**src/rtl/fetch_unit_pkg.sv**
```systemverilog
// Shared constants for the fetch stage: opcode field, J opcode and FSM encodings.
package fetch_unit_pkg;

  localparam int ADDR_W_DEF = 6;
  localparam int OPC_HI     = 31;
  localparam int OPC_LO     = 26;

  localparam logic [5:0] OP_J = 6'h3f;

  localparam logic [1:0] ST_BOOT = 2'd0;
  localparam logic [1:0] ST_RUN  = 2'd1;
  localparam logic [1:0] ST_HALT = 2'd2;

  function automatic logic is_j_op(input logic [5:0] opc);
    return opc == OP_J;
  endfunction

endpackage

```
**src/rtl/fetch_unit_pc_next_mux.sv**
```systemverilog
// Combinational next-PC select: redirect > stall > local J predecode > sequential.
module fetch_unit_pc_next_mux
  import fetch_unit_pkg::*;
#(
  parameter int ADDR_W = ADDR_W_DEF,
  parameter int DATA_W = 32
) (
  input  logic [ADDR_W-1:0] pc,
  input  logic [DATA_W-1:0] imem_rd,
  input  logic              redirect_valid,
  input  logic [ADDR_W-1:0] redirect_target,
  input  logic              stall,
  output logic [ADDR_W-1:0] next_pc,
  output logic [ADDR_W-1:0] pc_plus1,
  output logic              is_jump
);

  localparam logic [ADDR_W-1:0] ONE = {{(ADDR_W-1){1'b0}}, 1'b1};

  // Only the low target bits fit the memory; the rest of the J field is dropped.
  logic unused_target_hi;
  assign unused_target_hi = ^imem_rd[OPC_LO-1:ADDR_W];

  assign pc_plus1 = pc + ONE;
  assign is_jump  = is_j_op(imem_rd[OPC_HI:OPC_LO]);

  always_comb begin
    next_pc = pc_plus1;
    if (redirect_valid) begin
      next_pc = redirect_target;
    end else if (stall) begin
      next_pc = pc;
    end else if (is_jump) begin
      next_pc = imem_rd[ADDR_W-1:0];
    end
  end

endmodule

```
**src/rtl/fetch_unit.sv**
```systemverilog
// Instruction-fetch stage: owns the PC, IF/ID register, fetch counter and BOOT/RUN/HALT FSM.
//   state   | meaning
//   ST_BOOT | first clock after reset, no fetch
//   ST_RUN  | fetching, IF/ID updated per next-PC priority
//   ST_HALT | frozen until reset, IF/ID invalid
module fetch_unit
  import fetch_unit_pkg::*;
#(
  parameter int ADDR_W = ADDR_W_DEF,
  parameter int DATA_W = 32,
  parameter int CNT_W  = 32
) (
  input  logic              clk,
  input  logic              rst_n,
  output logic [ADDR_W-1:0] imem_addr,
  input  logic [DATA_W-1:0] imem_rd,
  input  logic              stall,
  input  logic              redirect_valid,
  input  logic [ADDR_W-1:0] redirect_target,
  input  logic              halt_req,
  output logic [DATA_W-1:0] if_id_instr,
  output logic [ADDR_W-1:0] if_id_pc_plus1,
  output logic              if_id_valid,
  output logic              halted,
  output logic [CNT_W-1:0]  fetch_count
);

  localparam logic [CNT_W-1:0] CNT_ONE = {{(CNT_W-1){1'b0}}, 1'b1};

  logic [1:0]        state;
  logic [ADDR_W-1:0] pc;
  logic [ADDR_W-1:0] next_pc;
  logic [ADDR_W-1:0] pc_plus1;
  logic              is_jump;

  // The jump decision is already folded into next_pc.
  logic unused_is_jump;
  assign unused_is_jump = is_jump;

  fetch_unit_pc_next_mux #(
    .ADDR_W (ADDR_W),
    .DATA_W (DATA_W)
  ) u_pc_next_mux (
    .pc              (pc),
    .imem_rd         (imem_rd),
    .redirect_valid  (redirect_valid),
    .redirect_target (redirect_target),
    .stall           (stall),
    .next_pc         (next_pc),
    .pc_plus1        (pc_plus1),
    .is_jump         (is_jump)
  );

  assign imem_addr = pc;
  assign halted    = (state == ST_HALT);

  always_ff @(posedge clk or negedge rst_n) begin
    if (!rst_n) begin
      state          <= ST_BOOT;
      pc             <= '0;
      if_id_instr    <= '0;
      if_id_pc_plus1 <= '0;
      if_id_valid    <= 1'b0;
      fetch_count    <= '0;
    end else begin
      case (state)
        ST_BOOT: begin
          state <= ST_RUN;
        end
        ST_RUN: begin
          if (halt_req) begin
            // Halt beats a same-edge redirect: PC holds, IF/ID is emptied.
            state       <= ST_HALT;
            if_id_valid <= 1'b0;
          end else if (redirect_valid) begin
            pc          <= next_pc;
            if_id_valid <= 1'b0;
          end else if (!stall) begin
            pc             <= next_pc;
            if_id_instr    <= imem_rd;
            if_id_pc_plus1 <= pc_plus1;
            if_id_valid    <= 1'b1;
            fetch_count    <= fetch_count + CNT_ONE;
          end
        end
        ST_HALT: begin
          if_id_valid <= 1'b0;
        end
        default: begin
          state       <= ST_BOOT;
          if_id_valid <= 1'b0;
        end
      endcase
    end
  end

endmodule
```
**config.mk**
```make
export PLATFORM = sky130hd
export DESIGN_NAME = fetch_unit
export DESIGN_NICKNAME = d
export VERILOG_FILES = /design/src/rtl/fetch_unit_pkg.sv /design/src/rtl/fetch_unit_pc_next_mux.sv /design/src/rtl/fetch_unit.sv
export SDC_FILE = /design/constraint.sdc
export NUM_CORES = 1
export LEC_CHECK = 0
export ABC_AREA = 1
export CAP_MARGIN = 25
export CORE_MARGIN = 2
export CORE_UTILIZATION = 48
export CTS_CLUSTER_SIZE = 10
export DETAILED_ROUTE_END_ITERATION = 10
export PLACE_DENSITY = 0.86
export SLEW_MARGIN = 15
export SYNTH_ARGS = -nofsm -noshare
export SYNTH_HDL_FRONTEND = slang
export SYNTH_SLANG_ARGS = --single-unit
```
**constraint.sdc**
```tcl
create_clock -name clk -period 1.7 [get_ports clk]
set_input_delay 0.34 -clock clk [delete_from_list [all_inputs] [get_ports clk]]
set_output_delay 0.34 -clock clk [all_outputs]
set_load 0.02 [all_outputs]
```
Yosys cells after proc, flatten, opt, wreduce, memory -nomap -nowiden
Cells that the tools add are included.

Register bits: 79. Input bits: 43. Output and inout bits: 78. Word-level logic and storage cells: 34.

$add $sub $neg: 2. Eq/ne operators: 6. Mux-type cells: 10. Bitwise logic cells: 5. Reduce and logical (&&, ||, !) cells: 5.

Operators with widths (number): $add A32 B1 Y32 const B (1); $mux W6 (4); $add A6 B1 Y6 const B (1); $eq A6 B6 Y1 const B (1); $pmux W2 S3 (1); $not A1 Y1 (5); $ne A4 B4 Y1 const B (1); $reduce_and A2 Y1 (2); $reduce_and A4 Y1 (1); $mux W1 (3); $reduce_and A3 Y1 (1); $eq A2 B1 Y1 const B (1); $eq A2 B2 Y1 const B (1); $logic_not A2 Y1 (1); $mux W2 (1); $ne A2 B1 Y1 const B (1); $ne A2 B2 Y1 const B (1); $pmux W1 S2 (1).

Logic depth before layout (Yosys ltp)
Gate-level depths: netlist of the first run.

Word-level depth: 5. Mapped depth: 10. Depth with buffers taken out: 10.

Hierarchy
Synthesis of the first run repeated with hierarchy kept, for this count alone.

Cell total of the unflattened synthesis: 508. Area total of the unflattened synthesis: 4032.6 sq um.

Modules (own cells, without submodules): fetch_unit (times used 1, cells an instance 432, area each 3611.0 sq um, sequential area each 1976.9 sq um); fetch_unit_pc_next_mux (times used 1, cells an instance 76, area each 421.7 sq um, sequential area each 0.0 sq um).

Least setup slack after synthesis of the first run
Ideal clock, no wire load.

Path type: register -> register. Start: register fetch_count[0]. End: register fetch_count[10]. Setup time: 0.118 ns. Data arrival time: 1.460 ns. Required time: 1.582 ns. Setup slack: 0.121 ns. Stages on the path, launching flop included: 9. Path buffers: 0. Clock period less this slack: 1.579 ns. Path through: dfrtp_1 > ha_1 > nand3_1 > inv_1 > nand2_2 > nor2_8 > nand2_1 > xor2_1 > inv_1.

Longest elaborated chain between the ends: 1.

Ends and longest elaborated chain: start: declaration (RTL line fetch_unit.sv:25) `output logic [CNT_W-1:0] fetch_count`; start signal: assignment (RTL line fetch_unit.sv:83) `fetch_count <= fetch_count + CNT_ONE;`; $add A32 B1 Y32 (RTL line fetch_unit.sv:83).

Every way passes these cells. A chain may end at the register's enable or synchronous reset.

Worst setup path in the final report of the first run
Start: register if_id_instr[23]. End: output port if_id_instr[23].

RTL lines: start: declaration (RTL line fetch_unit.sv:21) `output logic [DATA_W-1:0] if_id_instr,`; start signal: assignment (RTL line fetch_unit.sv:80) `if_id_instr <= imem_rd;`.

No word-level cell between the ends.

==> reports/summary.log, run 1 <==
qor: finish.area.growth.synth_to_final 41.6%
qor: drt.drtPass1Iterations 4
qor: place.placedInstanceArea 5510 sq um
qor: critical_path.maximum_fanout_along_the_worst_path 2
qor: timing.slew_headroom 0.741
qor: floorplan.floorplan_core_area 8220 sq um
qor: run_status.run_status complete, no violations
qor: power.power.ir.vdd_worst 0.857 mV
qor: place.dpl.cell_count 787
qor: global_routing.grt_busiest_layer met2
qor: floorplan.row_count 33
qor: floorplan.die-area 9220 sq um
qor: critical_path.rr_endpoint fetch_count[14]$_DFFE_PN0P_
qor: timing.layout_worst_path_cycle_share 0.982
qor: critical_path.timing.critical_path.arrival 1.33 ns
qor: synthesis.gate_count_post_synth 559
qor: critical_path.critical_path_startpoint_category flop
qor: synthesis.post_synth_num_cell_types 27
qor: synthesis.combinational_family_with_the_most_area_after_synthesis simple AND/OR/NAND/NOR gates
qor: clocking.clock_tree.root_cell clkbuf_8
qor: global_routing.grt_first_pass_wirelength 18500 um
qor: finish.post_layout_nonfiller_instances 804
qor: global_routing.globalRouteMet1Util 0.303
qor: synthesis.post_synth.cell_area_avg 7.27 sq um
qor: finish.layout-drive-gt1-share 0.0701
qor: clocking.clkLatencyLatePin 0.37 ns
qor: global_routing.globalRouteTotalUtil 0.261
qor: finish.mostFrequentLayoutCells nand2_1, dfrtp_1, nor2_1, dlygate4sd2_1, clkdlybuf4s50_1
qor: power.leakagePower 3.35 nW
qor: finish.number_of_nets_in_the_final_layout 739
qor: timing.final-hold-violation-count 0
qor: run.maxCapViolations 0
qor: critical_path.r2r.worst_path.cells 8
qor: min_path.type_of_the_most_critical_hold_path in -> async
qor: power.power.density_cell_area 1270 nW/um^2
qor: critical_path.cp_data_required_time 1.36 ns
qor: critical_path.reg2reg_from fetch_count[0]$_DFFE_PN0P_
qor: clocking.path_clk_slew 0.08 ns
qor: drt.avgViaCountPerCell 5.03
qor: timing.achievable-frequency 599 MHz
qor: floorplan.chipHeight 96.0 um
qor: drt.post_drt_wl_per_cell 14.1 um
qor: synthesis.synth_warnings 0
qor: synthesis.synth_fp_nets 604
qor: critical_path.worstPathCellList clkdlybuf4s50_1
qor: timing.fin_worst_hold_slack 0.438 ns
qor: synthesis.seq_area_frac_synth 0.486
qor: clocking.tritoncts yes
qor: critical_path.critical_path_buf_inv_count 1
qor: drt.totalWireLength 11400 um
qor: floorplan.starting_utilization_of_the_core_area 0.495
qor: timing.fin_tns_setup 0 ns
qor: global_routing.initial_antenna_violation_count 0
qor: finish.mostFrequentLayoutCell nand2_1
qor: drt.detailroute.via_count 4046
qor: global_routing.groute.layer.met2.usage 0.442
qor: critical_path.cp_endpoint_kind primary output
qor: drt.route.detailed.drc 0
qor: global_routing.grt_overflow_total 0
qor: clocking.postCtsSetupBuffers 0
qor: place.place_hpwl 8390 um
qor: drt.drt_iter0_markers 200
qor: timing.min_tclk_post_route 1.67 ns
qor: finish.post-route-cell-area 5760 sq um
qor: global_routing.grtUsageMet3 0.0728
qor: synthesis.synthDominantCellAreaShare 0.486
qor: timing.slew_violations 0
qor: critical_path.critical_path.max_stage_delay 0.61 ns
qor: synthesis.synthesized_flop_and_latch_total 79
qor: global_routing.grt_start_max_net_pins 31
qor: synthesis.synth_compound_gate_area_share 0.0123
qor: finish.antenna_cells 0
qor: floorplan.top_level_ports 121
qor: place.gpl.final_weighted_congestion 0.958
qor: timing.setup_viol_count_final 0
qor: place.io_buffer_count 120
qor: clocking.cts.htree.levels 3
qor: timing.clock-skew-final 0.00933 ns
qor: synthesis.synth.largest_area_cell dfrtp_1
qor: critical_path.critical-path-top-delay-family buffers and inverters
qor: synthesis.most_area_consuming_cells_after_synthesis dfrtp_1, nand2_1, nor2_1, nand3_1, inv_1
qor: floorplan.die_width 96.0 um
qor: critical_path.critPathSlowestCell clkdlybuf4s50_1
qor: clocking.cts-root-to-sink-buffers 2
qor: global_routing.vias_in_the_first_global_route 4199
qor: timing.worst-slew-pin-transition 0.389 ns
qor: synthesis.synth-simple-area-share 0.400
qor: synthesis.synthXorXnorAreaFrac 0.0388
qor: drt.antenna_left 0
qor: synthesis.synth-adder-area-share 0.00615
qor: synthesis.muxShareOfSynthArea 0
qor: clocking.clock-sinks 79
qor: synthesis.netlist_area 4070 sq um
qor: clocking.cts_buffers 9
qor: critical_path.criticalPathCategory reg -> out
qor: critical_path.r2r_slack 0.12 ns
-- Yosys cell counts, drive strengths merged --
master / instances
nor2: 74
nand3: 37
nor3: 3
ha: 2
clkbuf: 3
o21bai: 2
xor2: 12
nand2: 281
inv: 40
xnor2: 6
buf: 11
o21ai: 6
dfrtp: 79
a21oi: 1
nand4: 2
-- worst max-delay path by stage --
stage	start	end	slack (ns)	cells after the start
floorplan	fetch_count[0]$_DFFE_PN0P_	fetch_count[10]$_DFFE_PN0P_	0.12	8
global placement	redirect_valid	fetch_count[10]$_DFFE_PN0P_	-0.04	8
detailed placement	redirect_valid	fetch_count[14]$_DFFE_PN0P_	-0.09	8
CTS	if_id_instr[20]$_DFFE_PN0P_	if_id_instr[20]	0.001	1
global route	if_id_instr[31]$_DFFE_PN0P_	if_id_instr[31]	-0.004	1
finish	if_id_instr[23]$_DFFE_PN0P_	if_id_instr[23]	0.03	1
-- registers in the layout, indices dropped and copies added, names as in the netlist --
signal and count:
fetch_count 32, if_id_instr 32, if_id_pc_plus1 6, imem_addr 6, state 2, if_id_valid 1
-- layout make-up --
class	count	area (sq um)
repair buffers	138	1420
inverters	40	150
flip-flops and latches	79	1980
multi-input cells	426	1860
clock inverters	6	92.6
clock buffers	10	128
fillers	663	2460
well taps	105	131
-- where the power goes --
group,leakage (nW),total (mW),internal [mW],switching [mW]
Clock,0.103,1.59,0.835,0.750
Sequential,1.04,2.86,2.45,0.413
Combinational,2.21,2.87,1.24,1.63
-- logic make-up after synthesis --
group                      Yosys count
and+or+nand+nor                    397
DFF                                 79
buffers and inverters               54
xor gates and xnor gates            18
AOI/OAI and AO/OA                    9
adders and majority gates            2
-- metrics by stage --
step	utilization	setup WS, ns	power [mW]
4_1_cts	0.691	0.00121	7.42
3_3_place_gp	0.670	-0.0413	5.86
3_5_place_dp	0.670	-0.0935	5.95
2_1_floorplan	-	0.121	4.37
6_report	0.701	0.0303	7.31
5_1_grt	0.701	-0.00443	7.75
-- routing by layer --
metal / wire [um] / vias to the layer above / part of all wire
li1: - / 1971 / -
met1: 4310 / 1880 / 0.38
met2: 5850 / 167 / 0.51
met3: 918 / 28 / 0.081
met4: 285 / 0 / 0.025
met5: 0 / - / 0
-- what timing repair did --
| action | CTS | global route |
|---|---|---|
| endpoints found under the hold margin | 26 | 0 |
| endpoints found under the setup margin | 45 | 37 |
| resized for setup | 45 | 35 |
| hold buffers | 1 | 0 |
No activity file was read; power rests on OpenSTA's default activity.
==> run 2, diff against run 1 <==
- GPL_TIMING_DRIVEN: not set -> 0
- HOLD_SLACK_MARGIN: not set -> 0.1
==> run 2 against run 1 <==
Critical endpoint is now if_id_instr[29]. Register-to-register slack gained 0.03 ns. Core utilization shrank 1.6 points. Via count shrank 0.44%. Die area is the same. Non-clock buffer count shrank 2. Fmax is essentially flat. Sequential share of layout area grew 0.79 points. Worst hold slack gained 0.0086 ns. Critical path depth is the same. Design area shrank 2.3%. Global-route usage shrank 0.92 points.
==> reports/summary.log, run 2 (same netlist as run 1, synthesis figures left out) <==
qor: run_status.run_status complete, no violations
qor: power.power.density_cell_area 1270 nW/um^2
qor: drt.route.detailed.drc 0
qor: timing.worst-slew-pin-transition 0.506 ns
qor: global_routing.globalRouteMet1Util 0.297
qor: critical_path.critical_path_startpoint_category flop
qor: floorplan.starting_utilization_of_the_core_area 0.495
qor: clocking.clkLatencyLatePin 0.35 ns
qor: drt.drtPass1Iterations 4
qor: global_routing.vias_in_the_first_global_route 4076
qor: place.gpl.final_weighted_congestion 0.943
qor: timing.min_tclk_post_route 1.67 ns
qor: critical_path.cp_endpoint_kind primary output
qor: power.power.ir.vdd_worst 0.921 mV
qor: drt.post_drt_wl_per_cell 13.5 um
qor: timing.slew_headroom 0.663
qor: finish.mostFrequentLayoutCell nand2_1
qor: critical_path.maximum_fanout_along_the_worst_path 2
qor: global_routing.grt_busiest_layer met2
qor: global_routing.grt_first_pass_wirelength 18000 um
qor: power.leakagePower 3.11 nW
qor: critical_path.timing.critical_path.arrival 1.33 ns
qor: place.place_hpwl 8150 um
qor: timing.setup_viol_count_final 0
qor: timing.layout_worst_path_cycle_share 0.982
qor: finish.area.growth.synth_to_final 38.4%
qor: critical_path.critical-path-top-delay-family buffers and inverters
qor: finish.nFillCells 703
qor: floorplan.chipHeight 96.0 um
qor: global_routing.grt_start_max_net_pins 54
qor: finish.mostFrequentLayoutCells nand2_1, dfrtp_1, nor2_1, clkdlybuf4s50_1, inv_1
qor: timing.fin_worst_hold_slack 0.446 ns
qor: clocking.cts.htree.levels 3
qor: timing.grt_setup_unrepaired no
qor: finish.largest_registers fetch_count (32), if_id_instr (32)
qor: critical_path.criticalPathCategory reg -> out
qor: timing.clock-skew-final 0.00691 ns
qor: clocking.postCtsSetupBuffers 0
qor: drt.totalWireLength 10800 um
qor: clocking.clock-sinks 79
qor: power.post-layout-total-power 7.13 mW
qor: run.maxCapViolations 0
qor: drt.drt_iter0_markers 163
qor: floorplan.die_width 96.0 um
qor: global_routing.groute.layer.met2.usage 0.430
qor: timing.slew_violations 0
qor: clocking.tritoncts yes
qor: finish.antenna_cells 0
qor: critical_path.critPathSlowestCell clkdlybuf4s50_1
qor: global_routing.grtUsageMet3 0.0705
qor: timing.final-hold-violation-count 0
qor: floorplan.top_level_ports 121
qor: global_routing.initial_antenna_violation_count 0
qor: floorplan.die-area 9220 sq um
qor: clocking.path_clk_slew 0.08 ns
qor: finish.layout-drive-gt1-share 0.0617
qor: critical_path.cp_data_required_time 1.36 ns
qor: global_routing.globalRouteTotalUtil 0.252
qor: finish.number_of_nets_in_the_final_layout 737
qor: timing.achievable-frequency 599 MHz
qor: drt.detailroute.via_count 4028
qor: clocking.cts_buffers 9
qor: min_path.type_of_the_most_critical_hold_path in -> async
qor: critical_path.worstPathCellList clkdlybuf4s50_1
qor: floorplan.row_count 33
qor: global_routing.grt_overflow_total 0
qor: critical_path.critical_path_buf_inv_count 1
qor: drt.avgViaCountPerCell 5.02
qor: drt.antenna_left 0
qor: clocking.cts-root-to-sink-buffers 2
qor: floorplan.floorplan_core_area 8220 sq um
qor: clocking.clock_tree.root_cell clkbuf_8
qor: place.io_buffer_count 120
qor: critical_path.critical_path.max_stage_delay 0.62 ns
-- run 2: worst paths after layout --
check	from	endpoint	slack, ns	depth (start not counted)
hold / removal	rst_n	fetch_count[16]$_DFFE_PN0P_	0.45	2
max in group asynchronous	rst_n	imem_addr[0]$_DFFE_PN0P_	0.69	3
setup / recovery	if_id_instr[29]$_DFFE_PN0P_	if_id_instr[29]	0.03	1
setup reg to reg	fetch_count[0]$_DFFE_PN0P_	fetch_count[19]$_DFFE_PN0P_	0.15	8
min in group clk	if_id_instr[15]$_DFFE_PN0P_	if_id_instr[15]$_DFFE_PN0P_	0.48	2
hold reg to reg	if_id_instr[15]$_DFFE_PN0P_	if_id_instr[15]$_DFFE_PN0P_	0.48	2
-- run 2: cell type report --
class / count / area (sq um) / share of cell area
clock buffer: 12 / 155 / 0.0276
inverter: 40 / 150 / 0.0267
tap: 105 / 131 / 0.0233
sequential: 79 / 1980 / 0.351
multi-input combinational: 426 / 1870 / 0.333
buffer: 14 / 81.3 / 0.0145
clock inverter: 4 / 30.0 / 0.00534
timing repair buffer: 122 / 1230 / 0.219
-- run 2: per-stage QoR --
step / cell area (sq um) / TNS (ns) / utilization / setup slack, ns / cells
final: 5630 / 0 / 0.685 / 0.0309 / 802
after global placement: 5400 / -194.53 / 0.657 / -2.42 / 784
after global routing: 5630 / 0 / 0.685 / 0.00105 / 802
after floorplan: 4070 / 0 / - / 0.121 / 559
after detailed placement: 5420 / -4.36 / 0.660 / -0.291 / 785
after CTS: 5570 / 0 / 0.678 / 0.00136 / 802
-- run 2: report_power, final --
group / internal [mW] / switching [mW]
registers: 2.45 / 0.417
logic: 1.31 / 1.63
clock network: 0.614 / 0.708
total: 4.38 / 2.75
-- run 2: timing repair --
action	4_1_cts	5_1_grt
hold buffers	1	0
endpoints found under the hold margin	26	0
resized for setup	39	21
endpoints found under the setup margin	39	30
-- run 2: layer usage --
| metal | part of all wire | up-vias |
|---|---|---|
| li1 | - | 1965 |
| met2 | 0.49 | 162 |
| met5 | 0 | - |
| met1 | 0.41 | 1872 |
| met3 | 0.080 | 29 |
| met4 | 0.027 | 0 |
==> run 3, diff against run 2 <==
- CAP_MARGIN: 25 -> 20
- CORE_UTILIZATION: 48 -> 49
- CTS_BUF_LIST: not set -> sky130_fd_sc_hd__clkbuf_4
- PLACE_DENSITY: 0.86 -> 0.88
- clock period: 1.7 -> 1.9 ns (I/O delays scaled with it)
==> run 3 against run 2 <==
Clock power fell by 12%. Critical path depth did not move. Worst hold slack got worse by 0.0085 ns. Total power fell by 11%. Largest power group unchanged. Via count fell by 1.9%. Clock skew rose by 0.011 ns. Sequential share of layout area rose by 0.19 points. Final cell count did not move. Combinational power fell by 9.9%. Routed wire length fell by 0.65%. Highest routed layer unchanged. Sequential power fell by 10%. Die area fell by 2.0%.
==> reports/summary.log, run 3 (same netlist as run 1, synthesis figures left out) <==
qor: timing.slew_headroom 0.656
qor: min_path.type_of_the_most_critical_hold_path in -> async
qor: critical_path.critPathSlowestCell clkdlybuf4s50_1
qor: place.dpl.cell_count 785
qor: finish.layout-drive-gt1-share 0.0588
qor: finish.largest_registers fetch_count (32), if_id_instr (32)
qor: clocking.tritoncts yes
qor: clocking.cts.htree.levels 3
qor: timing.min_tclk_post_route 1.84 ns
qor: critical_path.worstPathCellList clkdlybuf4s50_1
qor: drt.post_drt_wl_per_cell 13.4 um
qor: clocking.clock-sinks 79
qor: critical_path.r2r_slack 0.25 ns
qor: finish.area.growth.synth_to_final 37.7%
qor: critical_path.critical-path-top-delay-family buffers and inverters
qor: clocking.path_clk_slew 0.14 ns
qor: floorplan.top_level_ports 121
qor: critical_path.cp_endpoint_kind primary output
qor: finish.utilization 0.688
qor: clocking.clock_tree.root_cell clkbuf_4
qor: critical_path.criticalPathCategory reg -> out
qor: finish.multi_input_area 1860 sq um
qor: finish.mostFrequentLayoutCells nand2_1, clkdlybuf4s50_1, dfrtp_1, nor2_1, inv_1
qor: timing.achievable-frequency 544 MHz
qor: place.placedInstanceArea 5420 sq um
qor: finish.nFillCells 658
qor: timing.slew_violations 0
qor: place.place_hpwl 8110 um
qor: finish.number_of_nets_in_the_final_layout 737
qor: clocking.cts-root-to-sink-buffers 2
qor: drt.totalWireLength 10800 um
qor: global_routing.initial_antenna_violation_count 0
qor: power.power.ir.vdd_worst 0.961 mV
qor: timing.setup_viol_count_final 0
qor: timing.fin_tns_setup 0 ns
qor: timing.clock-skew-final 0.0176 ns
qor: critical_path.critical_path.max_stage_delay 0.62 ns
qor: floorplan.row_count 33
qor: floorplan.die_width 95.1 um
qor: critical_path.critical_path_buf_inv_count 1
qor: clocking.clkLatencyLatePin 0.44 ns
qor: finish.antenna_cells 0
qor: timing.fin_worst_hold_slack 0.438 ns
qor: timing.layout_worst_path_cycle_share 0.968
qor: critical_path.timing.critical_path.arrival 1.46 ns
qor: drt.avgViaCountPerCell 4.93
qor: clocking.cts_buffers 9
qor: floorplan.chipHeight 95.1 um
qor: power.leakagePower 3.08 nW
qor: finish.mostFrequentLayoutCell nand2_1
qor: power.power.density_cell_area 1140 nW/um^2
qor: finish.post_layout_nonfiller_instances 802
qor: drt.drt_iter0_markers 178
qor: critical_path.cp_data_required_time 1.52 ns
qor: timing.final-hold-violation-count 0
qor: drt.antenna_left 0
qor: global_routing.grt_overflow_total 0
qor: finish.seq_area 1980 sq um
qor: place.gpl.final_weighted_congestion 0.924
qor: global_routing.globalRouteTotalUtil 0.253
qor: timing.grt_setup_unrepaired no
qor: run_status.run_status complete, no violations
qor: global_routing.grt_start_max_net_pins 43
qor: floorplan.floorplan_core_area 8130 sq um
qor: drt.route.detailed.drc 0
qor: floorplan.starting_utilization_of_the_core_area 0.500
qor: run.maxCapViolations 0
qor: floorplan.die-area 9040 sq um
qor: finish.post-route-cell-area 5600 sq um
qor: global_routing.vias_in_the_first_global_route 3919
qor: place.io_buffer_count 120
qor: timing.worst-slew-pin-transition 0.516 ns
qor: drt.drtPass1Iterations 6
qor: drt.detailroute.via_count 3950
qor: global_routing.grt_first_pass_wirelength 18000 um
qor: critical_path.critical_path_startpoint_category flop
qor: critical_path.maximum_fanout_along_the_worst_path 2
run 3: cell types whose count changed in the layout (fill, tap and decap cells not counted), moves of 2 or more:
cell,change
clkdlybuf4s50_1,+17
dlygate4sd2_1,-15
clkbuf_8,-11
clkbuf_4,+10
bufinv_16,+2
run 3: layout make-up:
type,count,area share
repair buffers,122,0.222
clock buffers,10,0.0134
multi-input cells,426,0.332
clock inverters,6,0.0152
plain buffers,14,0.0145
flip-flops and latches,79,0.353
well taps,105,0.0235
inverters,40,0.0268
run 3: repair_timing:
action | CTS | global route
endpoints found under the setup margin | 23 | 16
gates cloned | 0 | 0
setup buffers | 0 | 0
hold endpoints to repair | 37 | 0
resized for setup | 23 | 16
hold buffers | 1 | 0
run 3: per-layer routing:
| metal | vias up | track usage | share of wire |
|---|---|---|---|
| met4 | 0 | 0.0833 | 0.016 |
| met5 | - | 0 | 0 |
| met2 | 143 | 0.431 | 0.49 |
| met1 | 1826 | 0.313 | 0.42 |
| li1 | 1965 | - | - |
| met3 | 16 | 0.0688 | 0.074 |
run 3: path summary, 6_finish.rpt:
kind	from	endpoint	cells past startpoint
max in group asynchronous	rst_n	fetch_count[18]$_DFFE_PN0P_	3
max	if_id_instr[5]$_DFFE_PN0P_	if_id_instr[5]	1
max reg2reg	fetch_count[0]$_DFFE_PN0P_	fetch_count[10]$_DFFE_PN0P_	8
min	rst_n	if_id_pc_plus1[4]$_DFFE_PN0P_	2
min reg2reg	if_id_instr[22]$_DFFE_PN0P_	if_id_instr[22]$_DFFE_PN0P_	2
min in group clk	imem_rd[23]	if_id_instr[23]$_DFFE_PN0P_	3
run 3: metrics by stage:
stage               worst slack (ns)  total power, mW
global route                 0.00675             6.75
detailed placement            -0.177             5.30
global placement               -2.27             5.22
finish                        0.0613             6.38
floorplan                      0.321             3.91
CTS                          0.00127             6.41
run 3: power by group:
group          switching, mW  internal, mW
registers              0.381          2.19
logic                   1.44          1.21
clock network          0.611         0.544
total                   2.43          3.95
